`config.mk`:
```
export PLATFORM = sky130hd
export DESIGN_NAME = spm_cfg_seq
export DESIGN_NICKNAME = d
export VERILOG_FILES = /design/src/rtl/spm_cfg_seq.sv
export SDC_FILE = /design/constraint.sdc
export NUM_CORES = 1
export LEC_CHECK = 0
export CAP_MARGIN = 40
export CORE_MARGIN = 10
export CORE_UTILIZATION = 48
export CTS_CLUSTER_DIAMETER = 200
export DETAILED_ROUTE_END_ITERATION = 10
export HOLD_SLACK_MARGIN = 0.03
export PLACE_DENSITY = 0.84
export SLEW_MARGIN = 30
export SYNTH_ARGS = -nofsm -noshare
export SYNTH_HDL_FRONTEND = slang
export SYNTH_SLANG_ARGS = --single-unit
```
`constraint.sdc`:
```
create_clock -name clk -period 2.6 [get_ports clk]
set_clock_uncertainty 0.05 [all_clocks]
set_input_delay 0.52 -clock clk [delete_from_list [all_inputs] [get_ports clk]]
set_output_delay 0.52 -clock clk [all_outputs]
set_load 0.005 [all_outputs]
```
`src/rtl/spm_cfg_seq.sv`:
```
// Configuration sequencer for the scratchpad instruction buffer: streams host words in as
// init strobes, replays them as dwell-spaced run strobes, and drives the scratchpad reset on clear.
module spm_cfg_seq #(
   parameter int INST_W = 48,
   parameter int DEPTH  = 16,
   parameter int CNT_W  = 16
) (
   input  logic                       clk,
   input  logic                       rst_n,
   input  logic                       cfg_valid_i,
   output logic                       cfg_ready_o,
   input  logic [INST_W-1:0]          cfg_inst_i,
   input  logic                       cfg_last_i,
   input  logic                       start_i,
   input  logic [CNT_W-1:0]           dwell_i,
   input  logic                       clear_i,
   output logic                       spm_rst_o,
   output logic                       spm_init_o,
   output logic [INST_W-1:0]          spm_inst_o,
   output logic                       spm_run_o,
   output logic [$clog2(DEPTH+1)-1:0] step_o,
   output logic                       busy_o,
   output logic                       done_o,
   output logic                       err_o
);

   localparam int STEP_W = $clog2(DEPTH+1);

   typedef enum logic [2:0] {
      S_IDLE, S_LOAD, S_LOADED, S_RUN_PULSE, S_RUN_WAIT, S_DONE, S_CLR
   } state_t;

   state_t              state_q;
   logic [STEP_W-1:0]   n_inst_q;
   logic [STEP_W-1:0]   step_q;
   logic [CNT_W-1:0]    dwell_q;
   logic [CNT_W-1:0]    cnt_q;
   logic                clr_cnt_q;
   logic                spm_rst_q;
   logic                spm_init_q;
   logic [INST_W-1:0]   spm_inst_q;
   logic                spm_run_q;
   logic                done_q;
   logic                err_q;

   logic [STEP_W-1:0]   n_inst_d;
   logic [STEP_W-1:0]   step_d;
   logic                beat;
   logic                pulse_end;

   assign cfg_ready_o = ((state_q == S_IDLE) || (state_q == S_LOAD)) &&
                        (n_inst_q < STEP_W'(DEPTH)) && !clear_i;
   assign beat        = cfg_valid_i && cfg_ready_o;
   assign n_inst_d    = n_inst_q + STEP_W'(1);
   assign step_d      = step_q + STEP_W'(1);

   // A pulse slot ends either straight out of RUN_PULSE (zero dwell) or when the wait count hits D.
   assign pulse_end   = ((state_q == S_RUN_PULSE) && (dwell_q == '0)) ||
                        ((state_q == S_RUN_WAIT)  && (cnt_q == dwell_q));

   always_ff @(posedge clk) begin
      if (!rst_n) begin
         state_q    <= S_IDLE;
         n_inst_q   <= '0;
         step_q     <= '0;
         dwell_q    <= '0;
         cnt_q      <= '0;
         clr_cnt_q  <= 1'b0;
         spm_rst_q  <= 1'b1;
         spm_init_q <= 1'b0;
         spm_inst_q <= '0;
         spm_run_q  <= 1'b0;
         done_q     <= 1'b0;
         err_q      <= 1'b0;
      end else begin
         // NOTE: strobes default low with non-blocking assignments first; a later branch
         // assignment in the same block wins, which yields clean one-cycle pulses.
         spm_init_q <= 1'b0;
         spm_run_q  <= 1'b0;
         done_q     <= 1'b0;
         spm_rst_q  <= 1'b0;

         if (clear_i) begin
            state_q   <= S_CLR;
            clr_cnt_q <= 1'b0;
            spm_rst_q <= 1'b1;
            n_inst_q  <= '0;
            step_q    <= '0;
            err_q     <= 1'b0;
         end else begin
            case (state_q)
               S_IDLE, S_LOAD: begin
                  if (beat) begin
                     spm_init_q <= 1'b1;
                     spm_inst_q <= cfg_inst_i;
                     n_inst_q   <= n_inst_d;
                     if (cfg_last_i) begin
                        state_q <= S_LOADED;
                     end else if (n_inst_d == STEP_W'(DEPTH)) begin
                        state_q <= S_LOADED;
                        err_q   <= 1'b1;
                     end else begin
                        state_q <= S_LOAD;
                     end
                  end
               end
               S_LOADED: begin
                  if (start_i) begin
                     dwell_q   <= dwell_i;
                     state_q   <= S_RUN_PULSE;
                     spm_run_q <= 1'b1;
                     step_q    <= step_d;
                  end
               end
               S_RUN_PULSE, S_RUN_WAIT: begin
                  if (pulse_end) begin
                     if (step_q == n_inst_q) begin
                        state_q <= S_DONE;
                        done_q  <= 1'b1;
                     end else begin
                        state_q   <= S_RUN_PULSE;
                        spm_run_q <= 1'b1;
                        step_q    <= step_d;
                     end
                  end else if (state_q == S_RUN_PULSE) begin
                     state_q <= S_RUN_WAIT;
                     cnt_q   <= CNT_W'(1);
                  end else begin
                     cnt_q <= cnt_q + CNT_W'(1);
                  end
               end
               S_DONE: begin
                  state_q <= S_DONE;
               end
               S_CLR: begin
                  // Scratchpad reset spans the two CLR cycles after clear_i drops.
                  if (clr_cnt_q) begin
                     state_q <= S_IDLE;
                  end else begin
                     clr_cnt_q <= 1'b1;
                     spm_rst_q <= 1'b1;
                  end
               end
               default: state_q <= S_IDLE;
            endcase
         end
      end
   end

   assign spm_rst_o  = spm_rst_q;
   assign spm_init_o = spm_init_q;
   assign spm_inst_o = spm_inst_q;
   assign spm_run_o  = spm_run_q;
   assign step_o     = step_q;
   assign done_o     = done_q;
   assign err_o      = err_q;
   assign busy_o     = (state_q == S_RUN_PULSE) || (state_q == S_RUN_WAIT) || (state_q == S_CLR);

endmodule
```
# [After elaboration in Yosys (flattened, before gate mapping)]
# Index checks and enable logic that the tools add are counted.
[totals] regBits=99 output_inout_bits=60
[classes] reduce_logical=26 n_addsub=3 mux=23 bitwise_logic=6 eq_ne=19 n_lt_le_gt_ge=1
[ops] operator="$mux 3" count=7
[ops] operator="$add 16x1->16 const B" count=1
[ops] operator="$eq 16x16->1" count=1
[ops] operator="$logic_not 16->1" count=1
[ops] operator="$mux 16" count=1
[ops] operator="$reduce_and 4->1" count=4
[ops] operator="$mux 5" count=3
[ops] operator="$pmux 3 s5" count=1
[ops] operator="$ne 3x3->1 const B" count=4
[ops] operator="$add 5x1->5 const B" count=2
[ops] operator="$ne 2x2->1 const B" count=5
[ops] operator="$pmux 5 s2" count=1
[ops] operator="$eq 3x3->1 const B" count=3
[ops] operator="$reduce_and 3->1" count=3
[ops] operator="$mux 1" count=7
[ops] operator="$eq 3x2->1 const B" count=2
[ops] operator="$not 1->1" count=6
[ops] operator="$reduce_or 2->1" count=3
[ops] operator="$eq 5x5->1" count=1
[ops] operator="$eq 5x5->1 const B" count=1
[ops] operator="$logic_and 1x1->1" count=5
[ops] operator="$lt 5x5->1 const B" count=1
[ops] operator="$logic_or 1x1->1" count=4
[ops] operator="$mux 2" count=2
[ops] operator="9 further kinds" count=9

# [Logic depth before layout (Yosys ltp)]
[depth] ltp_word=8 ltp_mapped=9

# [Least setup slack after synthesis]
# No wires, ideal clock.
[synth_path] path_kind="flip-flop to flip-flop" from="register dwell_q[6]" to="register step_q[2], in the netlist step_o[2]" arrival_time_ps=1731 setup_slack_ps=703 path_stages_with_launch=7 t_required_ps=2434 period_less_slack_ps=1897 path_buffers=0 path_cell_list="dfxtp_1 or4_4 nor4_4 a41oi_4 o21ai_4 a21oi_1 a31o_1"
[synth_between] elab_chain_cells=5 word_cells_on_any_way=7 cone_classes="2 x eq/ne; 5 x reduce/logical"
[synth_lines] item="start, declared" line_no="36" source="logic [CNT_W-1:0] dwell_q;"
[synth_lines] item="start signal, assigned" line_no="109" source="dwell_q <= dwell_i;"
[synth_lines] item="$eq 16x16->1 / $logic_not 16->1 (equally long branches)" line_no="59, 58"
[synth_lines] item="$logic_and 1x1->1 (on tied branches)" line_no="59, 58"
[synth_lines] item="$logic_or 1x1->1 (*)" line_no="58" source="assign pulse_end = ((state_q == S_RUN_PULSE) && (dwell_q == '0)) ||"
[synth_lines] item="$ne 2x2->1 (no source line) (*)"
[synth_lines] item="$reduce_and 4->1 (no source line) (*)"
[synth_lines] item="end signal, assigned" line_no="112" source="step_q <= step_d;"
[synth_lines] item="end signal, assigned" line_no="123" source="step_q <= step_d;"
[synth_lines] item="end, declared" line_no="35" source="logic [STEP_W-1:0] step_q;"
# Every way passes the cells marked *; elsewhere a longest branch is shown, timed or not.
# A chain may end at the register's enable or synchronous reset.

# [Final worst setup path]
[layout_path] from="register state_q[1]" to="output busy_o"
[layout_between] elab_chain_cells=3 word_cells_on_any_way=5 cone_classes="3 x eq/ne; 2 x reduce/logical"
[layout_lines] item="start, declared" line_no="33" source="state_t state_q;"
[layout_lines] item="start signal, assigned" line_no="63" source="state_q <= S_IDLE;"
[layout_lines] item="start signal, assigned" line_no="84" source="state_q <= S_CLR;"
[layout_lines] item="start signal, assigned" line_no="98" source="state_q <= S_LOADED;"
[layout_lines] item="$eq 3x2->1 / $eq 3x3->1 (equally long branches)" line_no="157" source="assign busy_o = (state_q == S_RUN_PULSE) || (state_q == S_RUN_WAIT) || (state_q == S_CLR);"
[layout_lines] item="$logic_or 1x1->1" line_no="157"
[layout_lines] item="$logic_or 1x1->1 (*)" line_no="157"
[layout_lines] item="end, declared" line_no="22" source="output logic busy_o,"
# Marked as above.

==> impl_metrics.ini <==
[run_status]
outcome = complete, no violations

[die]
core_um2 = 9196
die_h_um = 117.0
fp-row-count = 35
initial_utilization_pct = 49.10
io_pins = 130
dieWidth_um = 117.0
die_area_um2 = 13690

[final_layout]
drive_above_1_share_pct = 6.897
layout-area-overhead-vs-synth_pct = 36.66
antenna_cells = 0
fillers = 745
fin_area_um2 = 6171
finalNetCount = 735

[setup_path]
crit_start = state_q[1]
crit-reg2reg-launch = state_q[2]
worst-path-max-fanout = 12
reg2reg_depth = 8
endpoint = busy_o
r2r-end = cnt_q[11]
endpoint_kind = output port
startpoint_type = flop
crit_arrival_ps = 1850
cp_data_required_time_ps = 2030
worstSetupPathType = flop to output port
ff2ff_setup_slack_ps = 230

[synth]
netlist_instances = 541
ys_seq_elements = 99
ys_seq_area_share_pct = 43.89
async_reset_ff_share_pct = 0
ys_types = 55
yosysTopAreaCellShare_pct = 43.89
synth.most_common_cell = nand2_1
synth-edff-count = 0
avgSynthCellArea_um2 = 8.347
yosys.area.top_type = dfxtp_1
syn_nets = 614
syn_area_um2 = 4516
synthFlopType = dfxtp_1
yosysWarnings = 0
synth_area_leaders = dfxtp_1 44%, nand2_1 13%, a21boi_0 11%, xnor2_1 4.1%, o21ai_0 2.4%
synth_common_cells = 160 x nand2_1, 99 x dfxtp_1, 67 x a21boi_0, 25 x clkbuf_1, 22 x o21ai_0

[drt]
wl_per_cell_um = 16.37
remaining_drc_errors = 0
vias = 4161
postRouteAntennaNets = 0
drtPass1Iterations = 4
viasPerCell = 5.348
drtIter0Drc = 269
wl_um = 12740

[timing]
setup_viol = 0
min_period_over_period_pct = 93.11
drv_slew = 0
fin_crit_ps = 2421
clock.fmax_ghz = 0.4131
worst_slew_pin_slew_ps = 620.6
hold_violations = 0
max_slew_margin_pct = 58.09
tns_ps = 0
rsz0062_at_grt = no

[cts]
cts-root-buf = clkbuf_8
clk_pin_slew_worst_paths_ps = 90
cts.repair.resized = 0
postCtsHoldBufs = 0
post_cts_buffers = 0
htreeDepth = 3
clk_path_buf_depth = 2
clock_latency_ps = 370
clock_sinks = 99
tritoncts = built
numCtsBuffers = 9

[place]
io_buffers = 129
dp_hpwl_um = 9704
place_area_um2 = 5928
gp_congestion = 0.8829

[power_and_ir_drop]
p_per_area_nw_per_um2 = 583.9
seq_power_share_pct = 46.1
comb_power_share_pct = 20.7
p_int_mw = 2.633
p_sw_mw = 0.9701
leakage_nw = 2.149
ir_worst_vdd_mv = 0.3411
p_sw_share_pct = 26.92
clkPwrFrac_pct = 33.2

[global_route]
grt_first_pass_wirelength_um = 20710
grt_pass1_vias = 4234
track_usage_pct = 19.00
grt_max_degree = 54
overflow = 0
antenna_found_initial = 0

[min_path]
worstHoldPathType = flop to flop
holdPathStages = 2

[flow_run]
drv_cap = 0
how the worst min path moves through the flow:
stage / start / endpoint
finish: spm_inst_o[1] / spm_inst_o[1]
global placement: spm_inst_o[9] / spm_inst_o[9]
floorplan: clr_cnt_q / clr_cnt_q
detailed placement: spm_inst_o[1] / spm_inst_o[1]
global route: rst_n / cnt_q[11]
CTS: rst_n / cnt_q[11]
final cells by class:
type	instances	area [um^2]	share of cell area [%]
inverters	3	11.26	0.1825
multi-input cells	409	2402	38.93
well taps	111	138.9	2.251
clock inverters	4	97.59	1.582
clock buffers	12	145.1	2.352
flip-flops and latches	99	1982	32.12
repair buffers	140	1394	22.59
kinds of logic after synthesis:
kind of cell | share of synthesized area [%]
buffers and inverters | 3.131
flip-flops | 43.89
XOR/XNOR | 5.043
AND/OR/NAND/NOR | 26.99
multiplexers | 0.6650
adder cells (fa/ha/maj) | 0.8313
AO/OA/AOI/OAI | 19.45
worst max-delay path, stage by stage, from the launching register on:
cell	delay, ps
dfxtp_1	670
nand3b_4	200
nand2_1	110
clkdlybuf4s50_1	500
power groups by stage:
| stage | registers [mW] | logic, mW | clock network, mW |
|---|---|---|---|
| 2_1_floorplan | 1.67 | 0.422 | 0 |
| 3_3_place_gp | 1.69 | 0.716 | 0 |
| 3_5_place_dp | 1.70 | 0.737 | 0 |
| 4_1_cts | 1.66 | 0.744 | 1.22 |
| 5_1_grt | 1.67 | 0.816 | 1.28 |
| 6_report | 1.66 | 0.745 | 1.20 |
stage by stage:
stage                     worst slack, ps  total power, mW  std cells  utilization (%)  hold slack, ps
after floorplan                     703.3            2.093        541                -           409.1
after global placement              270.3            2.407        762            64.46           398.8
after detailed placement            208.4            2.432        762            64.46           408.3
after CTS                           180.4            3.620        778            67.10           414.0
after global routing                41.54            3.771        778            67.10           415.6
final                               179.2            3.603        778            67.10           417.1
routing by layer:
metal / vias up / part of all wire (%) / track usage (%)
met5: - / 0 / 0
met4: 0 / 1.3 / 5.272
met3: 14 / 13 / 10.40
met2: 146 / 47 / 31.91
met1: 1923 / 38 / 20.21
li1: 2078 / - / -
flip-flops by register name (all words and copies together), names as in the netlist:
| register | cells |
|---|---|
| dwell_q | 16 |
| err_o | 1 |
| spm_init_o | 1 |
| n_inst_q | 5 |
| clr_cnt_q | 1 |
| spm_run_o | 1 |
| done_o | 1 |
| spm_inst_o | 48 |
| step_o | 5 |
| cnt_q | 16 |
| state_q | 3 |
| spm_rst_o | 1 |
placed cells by master, fill, tap and decap left out, types with 3 or more instances in the layout:
cell and n:
nor2_1 19, o21ai_0 22, a21boi_0 67, nand3b_1 6, buf_4 9, ha_1 3
o31ai_1 6, bufinv_16 3, nor3_1 4, mux2i_1 3, xnor2_1 21, clkbuf_8 10
xor2_1 5, nor4_1 3, dfxtp_1 99, and3_1 7, and2_1 3, inv_1 3
nand2b_1 5, nand4_1 9, a21oi_1 8, nand3_1 19, clkdlybuf4s50_1 128, nand2_1 160
Note: power is estimated with default switching activity, not from simulation.
